[config.mk]
export PLATFORM = sky130hd
export DESIGN_NAME = lock_sequencer
export DESIGN_NICKNAME = d
export VERILOG_FILES = /design/src/rtl/lock_sequencer.sv
export SDC_FILE = /design/constraint.sdc
export NUM_CORES = 1
export LEC_CHECK = 0
export ABC_CLOCK_PERIOD_IN_PS = 3100
export BUFFER_PORTS_ARGS = -buffer_cell sky130_fd_sc_hd__buf_2
export CAP_MARGIN = 0
export CELL_PAD_IN_SITES_DETAIL_PLACEMENT = 1
export CELL_PAD_IN_SITES_GLOBAL_PLACEMENT = 2
export CORE_ASPECT_RATIO = 1.1
export CORE_MARGIN = 2
export CORE_UTILIZATION = 41
export DETAILED_ROUTE_END_ITERATION = 10
export GPL_TIMING_DRIVEN = 0
export PLACE_DENSITY = 0.9
export SYNTH_ARGS = -nofsm -noshare
export SYNTH_HDL_FRONTEND = slang
export SYNTH_SLANG_ARGS = --single-unit
[constraint.sdc]
create_clock -name clk -period 3.1 [get_ports clk]
set_clock_uncertainty 0.1 [all_clocks]
set_input_delay 0.465 -clock clk [delete_from_list [all_inputs] [get_ports clk]]
set_output_delay 0.465 -clock clk [all_outputs]
set_load 0.005 [all_outputs]
[src/rtl/lock_sequencer.sv]
// -----------------------------------------------------------------------------
// lock_sequencer
//   Passcode entry controller for the keypad lock. Collects keypad digits into
//   an entry buffer, checks them against the stored code on enter, holds the
//   lock open for a fixed time, counts consecutive failures and enforces a
//   timed lockout once too many failures occur.
//
// Optional feature (compile-time macro): LOCK_SEQUENCER_CODE_CHANGE_EN
//   When defined, a set_code input exists. Asserting it while the lock is open
//   enters a code-change mode in which a new code can be keyed in.
//   When undefined, the code is the constant DEFAULT_CODE.
//
// Ports
//   clk          in   rising-edge clock
//   reset_n      in   asynchronous active-low reset
//   digit_in     in   keypad digit, qualified by digit_valid
//   digit_valid  in   one-cycle digit strobe
//   enter        in   one-cycle check request
//   clear        in   one-cycle discard of partial entry
//   lock_now     in   forces relock while open
//   set_code     in   enter code-change mode (macro builds only)
//   unlocked     out  lock open (registered)
//   locked_out   out  lockout active (registered)
//   fail_pulse   out  one-cycle pulse per failed check (registered)
//   digit_count  out  digits currently buffered (registered)
// -----------------------------------------------------------------------------
module lock_sequencer #(
    parameter int                        DIGITS       = 4,
    parameter int                        DIGIT_W      = 4,
    parameter logic [DIGITS*DIGIT_W-1:0] DEFAULT_CODE = 16'h1A2B,
    parameter int                        MAX_FAIL     = 3,
    parameter int                        OPEN_CYC     = 8,
    parameter int                        LOCKOUT_CYC  = 16
) (
    input  logic                        clk,
    input  logic                        reset_n,
    input  logic [DIGIT_W-1:0]          digit_in,
    input  logic                        digit_valid,
    input  logic                        enter,
    input  logic                        clear,
    input  logic                        lock_now,
`ifdef LOCK_SEQUENCER_CODE_CHANGE_EN
    input  logic                        set_code,
`endif
    output logic                        unlocked,
    output logic                        locked_out,
    output logic                        fail_pulse,
    output logic [$clog2(DIGITS+1)-1:0] digit_count
);

    localparam int CODE_W  = DIGITS * DIGIT_W;
    localparam int CNT_W   = $clog2(DIGITS + 1);
    localparam int TMR_MAX = (OPEN_CYC > LOCKOUT_CYC) ? OPEN_CYC : LOCKOUT_CYC;
    localparam int TMR_W   = $clog2(TMR_MAX + 1);

    localparam logic [CNT_W-1:0] CNT_FULL = CNT_W'(DIGITS);
    localparam logic [CNT_W-1:0] CNT_ONE  = CNT_W'(1);
    localparam logic [TMR_W-1:0] TMR_OPEN = TMR_W'(OPEN_CYC);
    localparam logic [TMR_W-1:0] TMR_LOCK = TMR_W'(LOCKOUT_CYC);
    localparam logic [TMR_W-1:0] TMR_ONE  = TMR_W'(1);

`ifdef LOCK_SEQUENCER_CODE_CHANGE_EN
    typedef enum logic [2:0] {
        S_IDLE    = 3'd0,
        S_ENTRY   = 3'd1,
        S_CHECK   = 3'd2,
        S_OPEN    = 3'd3,
        S_LOCKOUT = 3'd4,
        S_SETCODE = 3'd5
    } state_t;
`else
    typedef enum logic [2:0] {
        S_IDLE    = 3'd0,
        S_ENTRY   = 3'd1,
        S_CHECK   = 3'd2,
        S_OPEN    = 3'd3,
        S_LOCKOUT = 3'd4
    } state_t;
`endif

    // Registers
    state_t              r_state;
    logic [CODE_W-1:0]   r_buf;
    logic [CNT_W-1:0]    r_cnt;
    logic [7:0]          r_fail_cnt;
    logic [TMR_W-1:0]    r_timer;
    logic                r_unlocked;
    logic                r_locked_out;
    logic                r_fail_pulse;
`ifdef LOCK_SEQUENCER_CODE_CHANGE_EN
    logic [CODE_W-1:0]   r_code;
    logic [CODE_W-1:0]   w_code_nxt;
`endif

    // Combinational next-state values
    state_t              w_state_nxt;
    logic [CODE_W-1:0]   w_buf_nxt;
    logic [CNT_W-1:0]    w_cnt_nxt;
    logic [7:0]          w_fail_nxt;
    logic [7:0]          w_fail_inc;
    logic [TMR_W-1:0]    w_timer_nxt;
    logic                w_fail_pulse_nxt;
    logic [CODE_W-1:0]   w_acc_buf;
    logic [CNT_W-1:0]    w_acc_cnt;
    logic [CODE_W-1:0]   w_code;
    logic                w_pass;

`ifdef LOCK_SEQUENCER_CODE_CHANGE_EN
    assign w_code = r_code;
`else
    assign w_code = DEFAULT_CODE;
`endif

    assign w_pass = (r_cnt == CNT_FULL) && (r_buf == w_code);

    // Saturating increment; failures only ever count consecutively.
    assign w_fail_inc = (r_fail_cnt == 8'hFF) ? 8'hFF : (r_fail_cnt + 8'd1);

    // Buffer/count as they would be after accepting this cycle's digit.
    // A full buffer ignores further digits so the first DIGITS keys are kept.
    always_comb begin
        w_acc_buf = r_buf;
        w_acc_cnt = r_cnt;
        if (digit_valid && (r_cnt < CNT_FULL)) begin
            w_acc_buf = (r_buf << DIGIT_W) | CODE_W'(digit_in);
            w_acc_cnt = r_cnt + CNT_ONE;
        end else begin
            w_acc_buf = r_buf;
            w_acc_cnt = r_cnt;
        end
    end

    // Next-state and datapath decode for the sequencer FSM.
    always_comb begin
        w_state_nxt      = r_state;
        w_buf_nxt        = r_buf;
        w_cnt_nxt        = r_cnt;
        w_fail_nxt       = r_fail_cnt;
        w_timer_nxt      = r_timer;
        w_fail_pulse_nxt = 1'b0;
`ifdef LOCK_SEQUENCER_CODE_CHANGE_EN
        w_code_nxt       = r_code;
`endif
        case (r_state)
            S_IDLE, S_ENTRY: begin
                if (clear) begin
                    w_state_nxt = S_IDLE;
                    w_buf_nxt   = '0;
                    w_cnt_nxt   = '0;
                end else if (enter) begin
                    // A digit arriving with enter is included in the check.
                    w_buf_nxt   = w_acc_buf;
                    w_cnt_nxt   = w_acc_cnt;
                    w_state_nxt = S_CHECK;
                end else if (digit_valid) begin
                    w_buf_nxt   = w_acc_buf;
                    w_cnt_nxt   = w_acc_cnt;
                    w_state_nxt = S_ENTRY;
                end else begin
                    w_state_nxt = r_state;
                end
            end
            S_CHECK: begin
                w_buf_nxt = '0;
                w_cnt_nxt = '0;
                if (w_pass) begin
                    w_state_nxt = S_OPEN;
                    w_timer_nxt = TMR_OPEN;
                    w_fail_nxt  = 8'd0;
                end else begin
                    w_fail_pulse_nxt = 1'b1;
                    if (int'(w_fail_inc) == MAX_FAIL) begin
                        w_state_nxt = S_LOCKOUT;
                        w_timer_nxt = TMR_LOCK;
                        w_fail_nxt  = 8'd0;
                    end else begin
                        w_state_nxt = S_IDLE;
                        w_fail_nxt  = w_fail_inc;
                    end
                end
            end
            S_OPEN: begin
                // Timer holds the number of open cycles still to run,
                // including the current one; leave when it is the last.
                if (lock_now) begin
                    w_state_nxt = S_IDLE;
                    w_timer_nxt = '0;
`ifdef LOCK_SEQUENCER_CODE_CHANGE_EN
                end else if (set_code) begin
                    w_state_nxt = S_SETCODE;
                    w_timer_nxt = '0;
                    w_buf_nxt   = '0;
                    w_cnt_nxt   = '0;
`endif
                end else if (r_timer <= TMR_ONE) begin
                    w_state_nxt = S_IDLE;
                    w_timer_nxt = '0;
                end else begin
                    w_timer_nxt = r_timer - TMR_ONE;
                end
            end
            S_LOCKOUT: begin
                if (r_timer <= TMR_ONE) begin
                    w_state_nxt = S_IDLE;
                    w_timer_nxt = '0;
                end else begin
                    w_timer_nxt = r_timer - TMR_ONE;
                end
            end
`ifdef LOCK_SEQUENCER_CODE_CHANGE_EN
            S_SETCODE: begin
                if (clear) begin
                    w_state_nxt = S_IDLE;
                    w_buf_nxt   = '0;
                    w_cnt_nxt   = '0;
                end else if (enter) begin
                    // Only a complete code replaces the stored one.
                    if (w_acc_cnt == CNT_FULL) begin
                        w_code_nxt = w_acc_buf;
                    end else begin
                        w_code_nxt = r_code;
                    end
                    w_state_nxt = S_IDLE;
                    w_buf_nxt   = '0;
                    w_cnt_nxt   = '0;
                end else if (digit_valid) begin
                    w_buf_nxt = w_acc_buf;
                    w_cnt_nxt = w_acc_cnt;
                end else begin
                    w_state_nxt = S_SETCODE;
                end
            end
`endif
            default: begin
                w_state_nxt = S_IDLE;
                w_buf_nxt   = '0;
                w_cnt_nxt   = '0;
                w_timer_nxt = '0;
            end
        endcase
    end

    // State, datapath and output registers.
    always_ff @(posedge clk or negedge reset_n) begin
        if (!reset_n) begin
            r_state      <= S_IDLE;
            r_buf        <= '0;
            r_cnt        <= '0;
            r_fail_cnt   <= 8'd0;
            r_timer      <= '0;
            r_unlocked   <= 1'b0;
            r_locked_out <= 1'b0;
            r_fail_pulse <= 1'b0;
`ifdef LOCK_SEQUENCER_CODE_CHANGE_EN
            r_code       <= DEFAULT_CODE;
`endif
        end else begin
            r_state      <= w_state_nxt;
            r_buf        <= w_buf_nxt;
            r_cnt        <= w_cnt_nxt;
            r_fail_cnt   <= w_fail_nxt;
            r_timer      <= w_timer_nxt;
            // Status flags follow the state being entered so they change on
            // the same edge as the state itself.
            r_unlocked   <= (w_state_nxt == S_OPEN);
            r_locked_out <= (w_state_nxt == S_LOCKOUT);
            r_fail_pulse <= w_fail_pulse_nxt;
`ifdef LOCK_SEQUENCER_CODE_CHANGE_EN
            r_code       <= w_code_nxt;
`endif
        end
    end

    assign unlocked    = r_unlocked;
    assign locked_out  = r_locked_out;
    assign fail_pulse  = r_fail_pulse;
    assign digit_count = r_cnt;

endmodule

==> results.py <==
metrics = {
    "finish": {
        "drive_above_1_share": 0.2200,
        "antenna_cells": 0,
        "fin_nets": 215,
        "fin_cells": 254,
        "syn2layout_area_growth_pct": 11.80,
        "fillCellCount": 502,
    },
    "power_and_ir_drop": {
        "pwr-share-comb": 0.347,
        "power_per_cell_area_nw_per_um2": 745.5,
        "ir_worst_vdd_mv": 0.4158,
        "p_seq_frac": 0.447,
        "power_frac_clock": 0.206,
        "switchingPower_uw": 587.8,
        "p_sw_frac": 0.3758,
        "finalPower_uw": 1564,
        "p_int_uw": 976.5,
        "p_leak_uw": 0.001000,
    },
    "clock_network": {
        "cts_resized": 0,
        "h-tree-depth": 2,
        "cts_tree": "yes",
        "path_clk_slew_ns": 0.07,
        "clock_tree.root_cell": "clkbuf_8",
        "postCtsSetupRepairBufs": 0,
        "clock_latency_ns": 0.29,
        "ctsHoldBuffers": 0,
        "cts.sinks": 38,
        "cts_buffer_depth": 2,
        "cts_made_buffers": 5,
    },
    "floorplan": {
        "placementRows": 25,
        "die_h_um": 74.96,
        "die-area_um2": 5136,
        "chipWidth_um": 68.51,
        "io_pins": 16,
        "core_area_um2": 4348,
        "initial_utilization": 0.4317,
    },
    "grt": {
        "grtUsageTotal": 0.1991,
        "antenna_found_initial": 0,
        "grt_pass1_wl_um": 7617,
        "grt_pass1_vias": 1559,
        "grt_max_degree": 39,
        "overflow": 0,
    },
    "yosys": {
        "synth_cell_types": 45,
        "ys.flop_type": "dfrtp_1",
        "yosys_register_bits": 38,
        "seq_area_frac_synth": 0.5067,
        "synth_edf_count": 0,
        "syn_area_um2": 1877,
        "avgSynthCellArea_um2": 10.54,
        "synthCells": 178,
        "postSynth.asyncResetShare": 1.000,
        "synth_top_area_cell": "dfrtp_1",
        "yosys_warnings": 0,
        "synth_top_cell_area_share": 0.5067,
        "synth_nets": 193,
        "yosys-top-cells-area": "dfrtp_1 51%, a22o_1 4.7%, a21oi_1 4.3%, nor2_1 4.0%, a22o_2 3.7%",
    },
    "timing": {
        "fmax_ghz": 0.5029,
        "fin_tns_setup_ns": 0,
        "setup_viol": 0,
        "worst_slew_pin_slew_ns": 0.8539,
        "max-slew-margin-rel": 0.4308,
        "period_needed_ns": 1.989,
        "final_max_slew_viol_count": 0,
        "final_hold_viol_count": 0,
        "period_share": 0.6415,
        "rsz0062_at_grt": "no",
    },
    "setup_path": {
        "slowest_stage": "dfrtp_1",
        "cp_max_fo": 6,
        "cp_data_arrival_time_ns": 2.04,
        "path_class": "reg -> reg",
        "path_cells": "ha_1 > and2_1 > o2111ai_2 > a31oi_1 > a21oi_1",
        "critPathLaunchType": "flop",
        "required_ns": 3.15,
        "setup.worst_path.end_class": "flop",
        "slowest_delay_ns": 0.46,
    },
    "job": {
        "drv_cap": 0,
    },
    "routing": {
        "drc": 0,
        "viasPerCell": 5.697,
        "vias": 1447,
        "wire_per_inst_um": 16.87,
        "drtIter0Drc": 49,
        "antenna_left": 0,
        "drt_first_pass_iters": 4,
        "finalWirelength_um": 4285,
    },
    "outcome": {
        "status": "completed",
    },
    "place": {
        "detailedPlacementHpwl_um": 3112,
        "io_buffers": 15,
        "place.gp.congestion": 0.7730,
        "place_inst": 247,
    },
    "min_path": {
        "hp-class": "in -> async",
    },
}
[path summary, 6_finish.rpt]
check / start / slack, ns / cells after the start / end
setup reg to reg: r_fail_cnt[0] / 1.11 / 5 / r_timer[2]
max in group asynchronous: reset_n / 2.18 / 1 / r_fail_cnt[7]
setup / recovery: r_fail_cnt[0] / 1.11 / 5 / r_timer[2]
hold / removal: reset_n / 0.17 / 1 / r_fail_cnt[0]
hold reg to reg: r_buf[14] / 0.40 / 1 / r_buf[14]
min in group clk: digit_in[1] / 0.30 / 2 / r_buf[1]
[sequential cells by signal (all words and copies together) (netlist names)]
| name | flops |
|---|---|
| r_state | 3 |
| digit_count | 3 |
| r_buf | 16 |
| locked_out | 1 |
| r_timer | 5 |
| unlocked | 1 |
| fail_pulse | 1 |
| r_fail_cnt | 8 |
[layout make-up]
type,instances,area [um^2],area share
clock buffer,5,68.82,0.03280
sequential,38,950.9,0.4532
clock inverter,2,10.01,0.004770
multi-input combinational,127,852.1,0.4061
inverter,6,22.52,0.01073
tap,54,67.56,0.03220
buffer,7,51.30,0.02445
timing repair buffer,15,75.07,0.03578
[power groups by stage]
stage / Sequential, uW / Clock [uW] / Combinational (uW)
floorplan: 680 / 0 / 411
global placement: 695 / 0 / 514
detailed placement: 708 / 0 / 549
CTS: 699 / 335 / 551
global route: 720 / 353 / 619
finish: 699 / 322 / 544
[metrics by stage]
step	hold slack (ns)	cell area, um^2	setup WS (ns)	util
finish	0.1727	2098	1.111	0.4826
global placement	0.3831	2019	1.212	0.4645
CTS	0.2196	2098	1.111	0.4826
detailed placement	0.3872	2019	1.129	0.4645
global route	0.2384	2098	0.9263	0.4826
floorplan	0.06941	1877	1.379	-
[per-layer routing]
metal,share of wire,track usage
met1,0.48,0.2701
met2,0.47,0.3120
met3,0.032,0.05232
met4,0.016,0.06222
met5,0,0
[cell usage after synthesis, drive strengths merged, types with 4 or more instances]
| master | number |
|---|---|
| buf | 5 |
| inv | 6 |
| nor2 | 21 |
| a22o | 17 |
| nand2 | 13 |
| a21oi | 16 |
| dfrtp | 38 |
| nor2b | 4 |
| o22ai | 4 |
| nand3 | 7 |
| ha | 5 |
[cells by family after synthesis]
| group | Yosys count | share of synthesized area |
|---|---|---|
| and+or+nand+nor | 65 | 0.1913 |
| AOI/OAI and AO/OA | 53 | 0.2093 |
| DFF | 38 | 0.5067 |
| buffers and inverters | 13 | 0.03933 |
| adders and majority gates | 5 | 0.03333 |
| xor gates and xnor gates | 2 | 0.009335 |
| muxes | 2 | 0.01067 |
[layout by cell type (no fill, tap or decap), types with 2 or more instances in the layout]
master / instances
nor2_1: 20
o31ai_1: 2
buf_2: 17
a22o_2: 7
a31oi_1: 2
nand2_1: 12
a21oi_1: 16
ha_1: 5
clkinv_2: 2
nand4bb_1: 2
nand4_1: 3
o22ai_1: 3
a22o_1: 10
nor2b_1: 3
o21a_1: 2
buf_6: 3
dfrtp_1: 38
a21o_1: 3
clkbuf_8: 5
mux2i_1: 2
o21ai_0: 3
nand3_1: 7
clkbuf_1: 2
nor3_1: 3
inv_1: 6
[worst max-delay path, delay by kind of cell (launching register included)]
family                     cells  cell delay (ns)
and+or+nand+nor                1             0.25
DFF                            1             0.46
adders and majority gates      1             0.24
AOI/OAI and AO/OA              3             0.80
No activity file was read; power rests on OpenSTA's default activity.
